File: config.mk
export PLATFORM = sky130hd
export DESIGN_NAME = sprite_eval_ctrl
export DESIGN_NICKNAME = d
export VERILOG_FILES = /design/src/rtl/ppu_pkg.sv /design/src/rtl/sprite_range_check.sv /design/src/rtl/sprite_eval_ctrl.sv
export SDC_FILE = /design/constraint.sdc
export NUM_CORES = 1
export LEC_CHECK = 0
export CAP_MARGIN = 20
export CORE_ASPECT_RATIO = 1.4
export CORE_MARGIN = 8
export CORE_UTILIZATION = 33
export CTS_BUF_LIST = sky130_fd_sc_hd__clkbuf_8
export DETAILED_ROUTE_END_ITERATION = 8
export GPL_TIMING_DRIVEN = 1
export PLACE_DENSITY = 0.69
export SLEW_MARGIN = 25
export SYNTH_ARGS = -nofsm -noshare
export SYNTH_HDL_FRONTEND = slang
export SYNTH_HIERARCHICAL = 1
export SYNTH_SLANG_ARGS = --single-unit
export TNS_END_PERCENT = 50
File: constraint.sdc
create_clock -name clk -period 13.5 [get_ports clk]
set_input_delay 2.7 -clock clk [delete_from_list [all_inputs] [get_ports clk]]
set_output_delay 2.7 -clock clk [all_outputs]
set_load 0.02 [all_outputs]
File: src/rtl/ppu_pkg.sv
// Shared types and constants for the PPU sprite evaluation logic.
package ppu_pkg;

  typedef enum logic [2:0] {
    ST_IDLE,
    ST_CLEAR,
    ST_READ_Y,
    ST_CHECK_Y,
    ST_COPY,
    ST_DONE
  } eval_state_e;

  localparam int unsigned OAM_BYTES    = 256;
  localparam int unsigned SEC_BYTES    = 32;
  localparam int unsigned SPR_H_8      = 8;
  localparam int unsigned SPR_H_16     = 16;
  localparam int unsigned SPR_SIZE_BIT = 5;
  localparam int unsigned SPR_EN_BIT   = 4;

endpackage

File: src/rtl/sprite_range_check.sv
// Decides whether a sprite with top row Y covers the target scanline.
module sprite_range_check
  import ppu_pkg::*;
(
  input  logic [7:0] y,
  input  logic [8:0] scanline,
  input  logic       size,
  output logic       in_range
);

  logic [8:0] y_ext;
  logic [8:0] diff;
  logic [8:0] height;

  // 9-bit arithmetic so Y near 255 never wraps back onto low scanlines
  assign y_ext    = {1'b0, y};
  assign diff     = scanline - y_ext;
  assign height   = size ? 9'(SPR_H_16) : 9'(SPR_H_8);
  assign in_range = (y_ext <= scanline) && (diff < height);

endmodule

File: src/rtl/sprite_eval_ctrl.sv
// Per-scanline sprite evaluation: clears secondary OAM, scans primary OAM and
// copies up to SEC_SLOTS in-range sprites in ascending OAM order.
module sprite_eval_ctrl
  import ppu_pkg::*;
#(
  parameter int unsigned OAM_SPRITES = 64,
  parameter int unsigned SEC_SLOTS   = 8
) (
  input  logic       clk,
  input  logic       rst_n,
  input  logic [7:0] ppu_ctrl_1,
  input  logic [7:0] ppu_ctrl_2,
  input  logic       scanline_start,
  input  logic [8:0] scanline,
  output logic [7:0] oam_addr,
  input  logic [7:0] oam_rdata,
  output logic       sec_we,
  output logic [4:0] sec_addr,
  output logic [7:0] sec_wdata,
  output logic       eval_busy,
  output logic       eval_done,
  output logic [3:0] sprite_count,
  output logic       sprite_overflow,
  output logic       sprite0_in_line
);

  localparam int unsigned N_W   = (OAM_SPRITES > 1) ? $clog2(OAM_SPRITES) : 1;
  localparam int unsigned CNT_W = 4;
  localparam int unsigned CLR_W = 5;

  eval_state_e      state_q, state_d;
  logic [N_W-1:0]   n_q, n_d;
  logic [1:0]       k_q, k_d;
  logic [CNT_W-1:0] count_q, count_d;
  logic [CLR_W-1:0] clr_q, clr_d;
  logic             overflow_q, overflow_d;
  logic             spr0_q, spr0_d;
  logic [7:0]       oam_addr_q, oam_addr_d;
  logic             busy_q, busy_d;
  logic             done_q, done_d;

  logic             in_range;
  logic             last_spr;
  logic             spr_en;
  logic [7:0]       base_addr;
  logic             unused_ctrl;

  assign spr_en      = ppu_ctrl_2[SPR_EN_BIT];
  assign last_spr    = (n_q == N_W'(OAM_SPRITES - 1));
  assign unused_ctrl = ^{ppu_ctrl_1, ppu_ctrl_2};

  sprite_range_check u_range (
    .y        (oam_rdata),
    .scanline (scanline),
    .size     (ppu_ctrl_1[SPR_SIZE_BIT]),
    .in_range (in_range)
  );

  // State and datapath registers
  always_ff @(posedge clk or negedge rst_n) begin
    if (!rst_n) begin
      state_q    <= ST_IDLE;
      n_q        <= '0;
      k_q        <= '0;
      count_q    <= '0;
      clr_q      <= '0;
      overflow_q <= 1'b0;
      spr0_q     <= 1'b0;
      oam_addr_q <= '0;
      busy_q     <= 1'b0;
      done_q     <= 1'b0;
    end else begin
      state_q    <= state_d;
      n_q        <= n_d;
      k_q        <= k_d;
      count_q    <= count_d;
      clr_q      <= clr_d;
      overflow_q <= overflow_d;
      spr0_q     <= spr0_d;
      oam_addr_q <= oam_addr_d;
      busy_q     <= busy_d;
      done_q     <= done_d;
    end
  end

  // Next state, counters and secondary OAM write port
  always_comb begin
    state_d    = state_q;
    n_d        = n_q;
    k_d        = k_q;
    count_d    = count_q;
    clr_d      = clr_q;
    overflow_d = overflow_q;
    spr0_d     = spr0_q;
    sec_we     = 1'b0;
    sec_addr   = '0;
    sec_wdata  = '0;
    oam_addr_d = '0;
    base_addr  = '0;

    case (state_q)
      ST_IDLE: ;
      ST_CLEAR: begin
        sec_we    = 1'b1;
        sec_addr  = clr_q;
        sec_wdata = 8'hFF;
        clr_d     = clr_q + CLR_W'(1);
        if (clr_q == CLR_W'(SEC_BYTES - 1)) begin
          state_d = spr_en ? ST_READ_Y : ST_DONE;
        end
      end
      ST_READ_Y: state_d = ST_CHECK_Y;
      ST_CHECK_Y: begin
        if (in_range) begin
          if (count_q < CNT_W'(SEC_SLOTS)) begin
            sec_we    = 1'b1;
            sec_addr  = 5'({count_q, 2'b00});
            sec_wdata = oam_rdata;
            k_d       = 2'd1;
            state_d   = ST_COPY;
            if (n_q == '0 && count_q == '0) spr0_d = 1'b1;
          end else begin
            overflow_d = 1'b1;
            state_d    = ST_DONE;
          end
        end else begin
          n_d     = n_q + N_W'(1);
          state_d = last_spr ? ST_DONE : ST_READ_Y;
        end
      end
      ST_COPY: begin
        sec_we    = 1'b1;
        sec_addr  = 5'({count_q, k_q});
        sec_wdata = oam_rdata;
        k_d       = k_q + 2'd1;
        if (k_q == 2'd3) begin
          count_d = count_q + CNT_W'(1);
          n_d     = n_q + N_W'(1);
          state_d = last_spr ? ST_DONE : ST_READ_Y;
        end
      end
      ST_DONE: state_d = ST_IDLE;
      default: state_d = ST_IDLE;
    endcase

    // A new request wins over anything in flight
    if (scanline_start) begin
      state_d    = ST_CLEAR;
      n_d        = '0;
      count_d    = '0;
      clr_d      = '0;
      overflow_d = 1'b0;
      spr0_d     = 1'b0;
    end

    // OAM address is registered one cycle ahead of the byte it fetches
    base_addr = 8'({n_d, 2'b00});
    case (state_d)
      ST_READ_Y:  oam_addr_d = base_addr;
      ST_CHECK_Y: oam_addr_d = base_addr + 8'd1;
      ST_COPY:    oam_addr_d = base_addr + 8'(k_d) + 8'd1;
      default:    oam_addr_d = '0;
    endcase

    busy_d = (state_d == ST_CLEAR) || (state_d == ST_READ_Y) ||
             (state_d == ST_CHECK_Y) || (state_d == ST_COPY);
    done_d = (state_d == ST_DONE);
  end

  assign oam_addr        = oam_addr_q;
  assign eval_busy       = busy_q;
  assign eval_done       = done_q;
  assign sprite_count    = count_q;
  assign sprite_overflow = overflow_q;
  assign sprite0_in_line = spr0_q;

endmodule

Word level (Yosys, flattened, before mapping)
Cells that the tools add are included.

word-level totals
  bits in registers = 32
  output and inout port bits = 30
  input bits = 36

cells by class
  magnitude comparators = 3
  equality and inequality tests = 13
  $add $sub $neg = 8
  reductions and logical operators = 19
  multiplexer cells = 40

operators with widths
  cell                                                  count
  one-hot mux 8 bit (3 select lines)                    2
  2-to-1 mux 5 bit                                      5
  2-to-1 mux 3 bit                                      6
  2-to-1 mux 6 bit                                      3
  adder 8 x 1 -> 8 bit (second input constant)          2
  2-to-1 mux 8 bit                                      2
  one-hot mux 3 bit (5 select lines)                    1
  one-hot mux 5 bit (3 select lines)                    1
  nonzero test 2 bit                                    7
  equality test 3 x 2 -> 1 bit (second input constant)  4
  2-to-1 mux 1 bit                                      12
  2-to-1 mux 4 bit                                      3
  one-hot mux 6 bit (2 select lines)                    1
  equality test 3 bit (second input constant)           3
  <= comparator 8 x 9 -> 1 bit                          1
  less-than comparator 9 bit                            1
  subtractor 9 x 8 -> 9 bit                             1
  adder 8 x 2 -> 8 bit                                  1
  adder 6 x 1 -> 6 bit (second input constant)          1
  equality test 3 x 1 -> 1 bit (second input constant)  2
  equality test 6 bit (second input constant)           1
  logical NOT 6 bit                                     1
  adder 5 x 1 -> 5 bit (second input constant)          1
  equality test 5 bit (second input constant)           1
  16 further kinds                                      20

Depth between registers and ports, before layout
Gate-level depths: netlist of run 1.

  depth in word-level cells = 10
  mapped depth = 20
  depth with buffers taken out = 20

Modules after synthesis
The synthesis of run 1 kept the hierarchy.

by module, submodules not included
  module              times used  cells an instance  seq. area each (µm²)  area each (µm²)
  sprite_eval_ctrl    1           210                800.8                 2,028.2
  sprite_range_check  1           53                 0.0                   376.6

Worst setup path after synthesis of run 1
No wires, ideal clock.

  kind = input to output
  start point = input port oam_rdata[1]
  end point = output port sec_addr[2]
  data required time = 10.800 ns
  stages on the path = 15
  data arrival time = 5.428 ns
  buffers on the path = 1
  slack = 5.372 ns
  cell sequence = inv_1 -> ha_1 -> nand2b_1 -> a21oi_1 -> nor2_1 -> xnor2_1 -> ha_1 -> o21bai_1 -> a221oi_2 -> nand3_1 -> nor4b_2 -> nand2b_1 -> o21ai_0 -> clkbuf_1 -> a22o_1

between the ends
  longest elaborated chain between the ends = 5
  elaborated cells on any way between the ends = 6
  classes of those cells = 1 x add/sub; 2 x order compare; 2 x mux; 1 x reduce/logical

ends and longest elaborated chain
  item                                  RTL line                  RTL
  start: declaration                    sprite_eval_ctrl.sv:16    input logic [7:0] oam_rdata,
  subtractor 9 x 8 -> 9 bit             sprite_range_check.sv:17  assign diff = scanline - y_ext;
  less-than comparator 9 bit            sprite_range_check.sv:19  assign in_range = (y_ext <= scanline) && (diff < height);
  logical AND 1 bit *                   sprite_range_check.sv:19
  net in_range                          sprite_eval_ctrl.sv:42    logic in_range;
  2-to-1 mux 5 bit *                    sprite_eval_ctrl.sv:114   if (in_range) begin
  one-hot mux 5 bit (3 select lines) *  sprite_eval_ctrl.sv:101   case (state_q)
  end: declaration                      sprite_eval_ctrl.sv:18    output logic [4:0] sec_addr,

Mark *: on every way through the listed nets, which the timed path passes. The rest lies on a longest branch.

Worst setup path after layout of run 1
  start point = input port oam_rdata[3]
  end point = output port sec_addr[2]

Same word-level chain as after synthesis.

==> results_dict.tcl, run 1 <==
set metrics [dict create \
    fin_setup_tns_ns 0 \
    hold_path_class "reg2reg" \
    grt_max_degree 33 \
    synthesis.instances 263 \
    cts_hold_buf 0 \
    nets 363 \
    yosys_warnings 6 \
    dp.final_hpwl_um 4520 \
    drc 0 \
    period_needed_ns 9.35 \
    synth_top_family_by_area "simple AND/OR/NAND/NOR gates" \
    seq_area_um2 801 \
    drt-initial-drc-count 100 \
    die_height_um 117 \
    yosys-top-cells-area "dfrtp_1, ha_1, nor2_1" \
    critPathArrivalTime_ns 6.65 \
    finalWorstSetupSlack_ns 4.15 \
    yosys.area.top_type "dfrtp_1" \
    diodes 0 \
    slew_violations 0 \
    synth_commonest_cells "dfrtp_1, nor2_1, inv_1, a21oi_1, ha_1" \
    synthArstFlopShare_pct 100 \
    fin_area_um2 3050 \
    drt-total-wl_um 6020 \
    die_area_um2 10300 \
    synth.area.mux_share_pct 3.49 \
    rows 37 \
    rsz0062_at_grt "false" \
    post_cts_buffers 0 \
    peakVddDrop_uv 39.3 \
    cp.required_ns 10.80 \
    setup_violations 0 \
    place.port_buffers 51 \
    synth_xor_area_share_pct 3.28 \
    leakagePower_nw 1.31 \
    ys_ff_latch 32 \
    path_class "in2out" \
    power.density_nw_per_um2 65.5 \
    viasPerCell 5.14 \
    dpl-instance-area_um2 2980 \
    cp_max_fo 12 \
    area_growth_pct 26.9 \
    synth_ff_type "dfrtp_1" \
    hold_violations 0 \
    synth_area_per_cell_um2 9.14 \
    worst_pin_slew_ns 0.664 \
    cts.sinks 32 \
    grt_first_pass_wirelength_um 9500 \
    pre_cts_ws_ns 4.11 \
    n_fill_cell 747 \
    maxCapViolations 0 \
    cp-end-kind "output pin" \
    antenna_found_initial 0 \
    drt-pass1-iter-count 4 \
    pin_count 66 \
    core_um2 7220 \
    yosys.area_share.simple_pct 24.6 \
    pwr-share-seq_pct 49.0 \
    clockBufferDepth 2 \
    synth_top_area_share_pct 33.3 \
    p_int_mw 0.148 \
    seq_area_frac_synth_pct 33.3 \
    slew_headroom_pct 55.5 \
    path_clk_slew_ns 0.06 \
    synth_area_um2 2400 \
    switching_share_pct 26.0 \
    finalCritPeriodShare_pct 69.2 \
    synth_fa_ha_area_share_pct 8.84 \
    grt_overflow 0 \
    syn-num-nets 316 \
    synth-compound-area-share_pct 19.9 \
    cts_tree "yes" \
    start_util_pct 33.3 \
    synth.distinct_cells 64 \
    synthMostInstantiatedCell "dfrtp_1" \
    grt_pass1_vias 2056 \
    clock_power_share_pct 33.8 \
    cts_buffers 5 \
    skew_ns 0.00417 \
    status "finished, final reports clean" \
    clock_latency_ns 0.28 \
    gp_congestion 0.869 \
    synth_edf_count 0 \
    p_sw_mw 0.0520 \
    htree_levels 2 \
    cts_root_buffer "clkbuf_8" \
    fp.dieW_um 88.1 \
    fmax_mhz 107 \
    grt_usage_pct 11.7 \
    combPwrFrac_pct 17.2 \
    multi_input_area_um2 1450 \
    worst_setup_path_start_kind "input port" \
    post_cts_resized 0 \
    drive_gt1_share_pct 9.68 \
    num_vias 2092 \
    ant_nets 0 \
    holdWs_ns 0.503 \
    wire_per_inst_um 14.8 \
]
## metal layers
layer	GRT usage (%)	part of all wire (%)
met5	0	0
met4	4.87	2.0
met3	2.94	6.2
met2	22.0	51
met1	11.8	41
## worst max-delay path, stage by stage
cell and delay (ns):
clkdlybuf4s50_1 0.48, inv_1 0.05, ha_1 0.29, o21ai_1 0.07, a21oi_1 0.21, nor2_1 0.12
xnor2_1 0.15, ha_1 0.18, o21bai_1 0.16, a221oi_2 0.17, nand3_1 0.11, nor4b_2 0.57
nand2b_1 0.19, o21ai_0 0.21, buf_4 0.22, a22o_1 0.15, clkdlybuf4s50_1 0.62
## worst paths after layout
| kind | depth (start not counted) | startpoint | endpoint | slack [ns] |
|---|---|---|---|---|
| max | 17 | oam_rdata[3] | sec_addr[2] | 4.15 |
| min | 2 | sprite0_in_line$_DFFE_PN0P_ | sprite0_in_line$_DFFE_PN0P_ | 0.50 |
| max reg2reg | 9 | clr_q[0]$_DFFE_PN0P_ | oam_addr[3]$_DFF_PN0_ | 10.64 |
| min reg2reg | 2 | sprite0_in_line$_DFFE_PN0P_ | sprite0_in_line$_DFFE_PN0P_ | 0.50 |
| max in group asynchronous | 2 | rst_n | n_q[5]$_DFF_PN0_ | 10.38 |
| min in group asynchronous | 2 | rst_n | oam_addr[4]$_DFF_PN0_ | 2.81 |
## flip-flops by register name, indices dropped and copies added (netlist names)
register         flops
oam_addr             8
n_q                  6
clr_q                5
sprite_count         4
state_q              3
k_q                  2
eval_busy            1
eval_done            1
sprite0_in_line      1
sprite_overflow      1
## cell families (layout without fill, tap and decap cells)
logic type | Yosys count | after routing
and+or+nand+nor | 97 | 97
AOI/OAI and AO/OA | 66 | 66
buffers and inverters | 34 | 81
DFF | 32 | 32
adders and majority gates | 17 | 17
xor gates and xnor gates | 9 | 9
muxes | 8 | 8
## metrics by stage
step	utilization (%)	cells	total power, mW
3_3_place_gp	41.3	400	0.134
2_1_floorplan	-	263	0.120
5_1_grt	42.3	407	0.210
6_report	42.3	407	0.200
4_1_cts	42.3	407	0.202
3_5_place_dp	41.3	400	0.134
## area by class of cell
type | count | share of cell area (%)
Clock buffer | 5 | 2.26
Clock inverter | 2 | 0.287
Inverter | 20 | 2.46
Multi-Input combinational cell | 197 | 47.5
Sequential cell | 32 | 26.2
Tap cell | 97 | 3.98
Timing Repair Buffer | 54 | 17.3
## placed cells by master, fill, tap and decap left out, types with 4 or more instances in the layout
cell type	count
a21o_1	9
a21oi_1	17
a22o_1	6
clkbuf_8	5
clkdlybuf4s50_1	50
dfrtp_1	32
ha_1	17
inv_1	21
mux2i_1	7
nand2_1	15
nand2b_1	5
nand4_1	4
nor2_1	28
nor2b_1	5
nor3_1	7
o21ai_0	9
xor2_1	6
## power by group through the flow
stage / clock (mW) / combinational [mW] / sequential (mW)
finish: 0.0675 / 0.0344 / 0.0980
global route: 0.0738 / 0.0379 / 0.0981
CTS: 0.0688 / 0.0349 / 0.0980
detailed placement: 0 / 0.0347 / 0.0998
global placement: 0 / 0.0342 / 0.0998
floorplan: 0 / 0.0205 / 0.0994
Note: power is estimated with default switching activity, not from simulation.
==> run 2: changes to the inputs <==
- PLACE_DENSITY: 0.69 -> 0.72
- clock period: 13.5 -> 7.6 ns (I/O delays scaled with it)
==> run 2 against run 1 <==
Against the previous run: total power is 80% higher; clock power grew 81%; design area grew 0.41%; non-clock buffer count increased by 1; worst setup slack worse by 3.3 ns; clock skew rose by 0.0030 ns; critical path type unchanged; critical endpoint unchanged.
==> results_dict.tcl, run 2 (synthesized netlist as in run 1, its figures left out) <==
set metrics [dict create \
    holdPathEnd "sprite0_in_line$_DFFE_PN0P_" \
    drc 0 \
    cts_root_buffer "clkbuf_8" \
    holdWs_ns 0.536 \
    viasPerCell 5.20 \
    post_cts_resized 0 \
    start_util_pct 33.3 \
    fmax_mhz 148 \
    grt_max_degree 33 \
    ant_nets 0 \
    hold_path_depth 2 \
    path_clk_slew_ns 0.06 \
    period_needed_ns 6.75 \
    clockBufferDepth 2 \
    drt-pass1-iter-count 4 \
    dpl.cell_count 401 \
    hold_path_class "reg2reg" \
    status "finished, final reports clean" \
    core_um2 7220 \
    dpl-instance-area_um2 2990 \
    pre_cts_ws_ns 0.843 \
    die_area_um2 10300 \
    fp.dieW_um 88.1 \
    maxCapViolations 0 \
    nets 364 \
    reg2reg_depth 9 \
    fin_area_um2 3060 \
    post_cts_buffers 0 \
    dp.final_hpwl_um 4750 \
    finalWorstSetupSlack_ns 0.854 \
    leakagePower_nw 1.32 \
    slew_violations 0 \
    cts.sinks 32 \
    cp.required_ns 6.08 \
    diodes 0 \
    pin_count 66 \
    cp_max_fo 12 \
    final_common_cell "clkdlybuf4s50_1" \
    grt_pass1_vias 2091 \
    place.port_buffers 51 \
    finalCritPeriodShare_pct 88.8 \
    wire_per_inst_um 15.3 \
    grt_overflow 0 \
    drt-initial-drc-count 124 \
    hold_violations 0 \
    slew_headroom_pct 30.6 \
    cts_hold_buf 0 \
    hold_start "sprite0_in_line$_DFFE_PN0P_" \
    antenna_found_initial 0 \
    cts_buffers 5 \
    htree_levels 2 \
    r2r-start "clr_q[0]$_DFFE_PN0P_" \
    grt_first_pass_wirelength_um 9780 \
    largest_register_ffs 8 \
    setup_violations 0 \
    rsz0062_at_grt "false" \
    gp_congestion 0.869 \
    clock_latency_ns 0.29 \
    worst_setup_path_start_kind "input port" \
    drive_gt1_share_pct 9.65 \
    peakVddDrop_uv 85.9 \
    num_vias 2120 \
    final_cell_mix "clkdlybuf4s50_1, dfrtp_1, nor2_1" \
    r2r_slack_ns 4.67 \
    rows 37 \
    cp-end-kind "output pin" \
    cts_tree "yes" \
    p_total_mw 0.359 \
    path_class "in2out" \
    grt_usage_pct 12.1 \
    stdcell_count 408 \
    die_height_um 117 \
    area_growth_pct 27.4 \
    fin_setup_tns_ns 0 \
    critPathArrivalTime_ns 5.23 \
    fin_util_pct 42.4 \
    skew_ns 0.00712 \
    power.density_nw_per_um2 117 \
    worst_pin_slew_ns 1.04 \
    r2r_end "oam_addr[3]$_DFF_PN0_" \
    drt-total-wl_um 6240 \
]
-- run 2: where the power goes --
part / internal, mW / total (mW) / switching, mW
logic: 0.0306 / 0.0628 / 0.0322
registers: 0.172 / 0.174 / 0.00213
clock network: 0.0608 / 0.122 / 0.0616
total: 0.263 / 0.359 / 0.0959
-- run 2: worst max-delay path by stage --
stage	startpoint	end	slack, ns	depth (start not counted)
after floorplan	oam_rdata[1]	sec_addr[2]	1.83	15
after global placement	oam_rdata[3]	sec_addr[3]	0.87	18
after detailed placement	oam_rdata[3]	sec_addr[3]	0.84	18
after CTS	oam_rdata[1]	sec_addr[2]	0.83	18
after global routing	oam_rdata[3]	sec_addr[2]	0.48	18
final	oam_rdata[1]	sec_addr[2]	0.85	18
-- run 2: cell type report --
cell class	instances	area, µm²
clock buffer	5	68.8
clock inverter	2	8.76
fill	743	4160
inverter	20	75.1
multi-input combinational	197	1450
sequential	32	801
tap	97	121
timing repair buffer	55	541
-- run 2: routing by layer --
metal | track usage (%) | part of all wire (%)
met2 | 22.9 | 52
met3 | 2.59 | 4.9
met5 | 0 | 0
met1 | 12.1 | 41
met4 | 5.78 | 1.9
-- run 2: worst max-delay path: stages --
cell and delay, ns:
clkdlybuf4s50_1 0.48, inv_1 0.05, ha_1 0.26, nand2b_1 0.07, a21oi_1 0.24, nor2_1 0.12, xnor2_1 0.15, ha_1 0.19
o21bai_1 0.16, a221oi_2 0.18, nand3_1 0.12, nor4b_2 0.27, buf_4 0.18, nand2b_1 0.09, o21ai_0 0.15, buf_4 0.21
a22o_1 0.16, clkdlybuf4s50_1 0.61
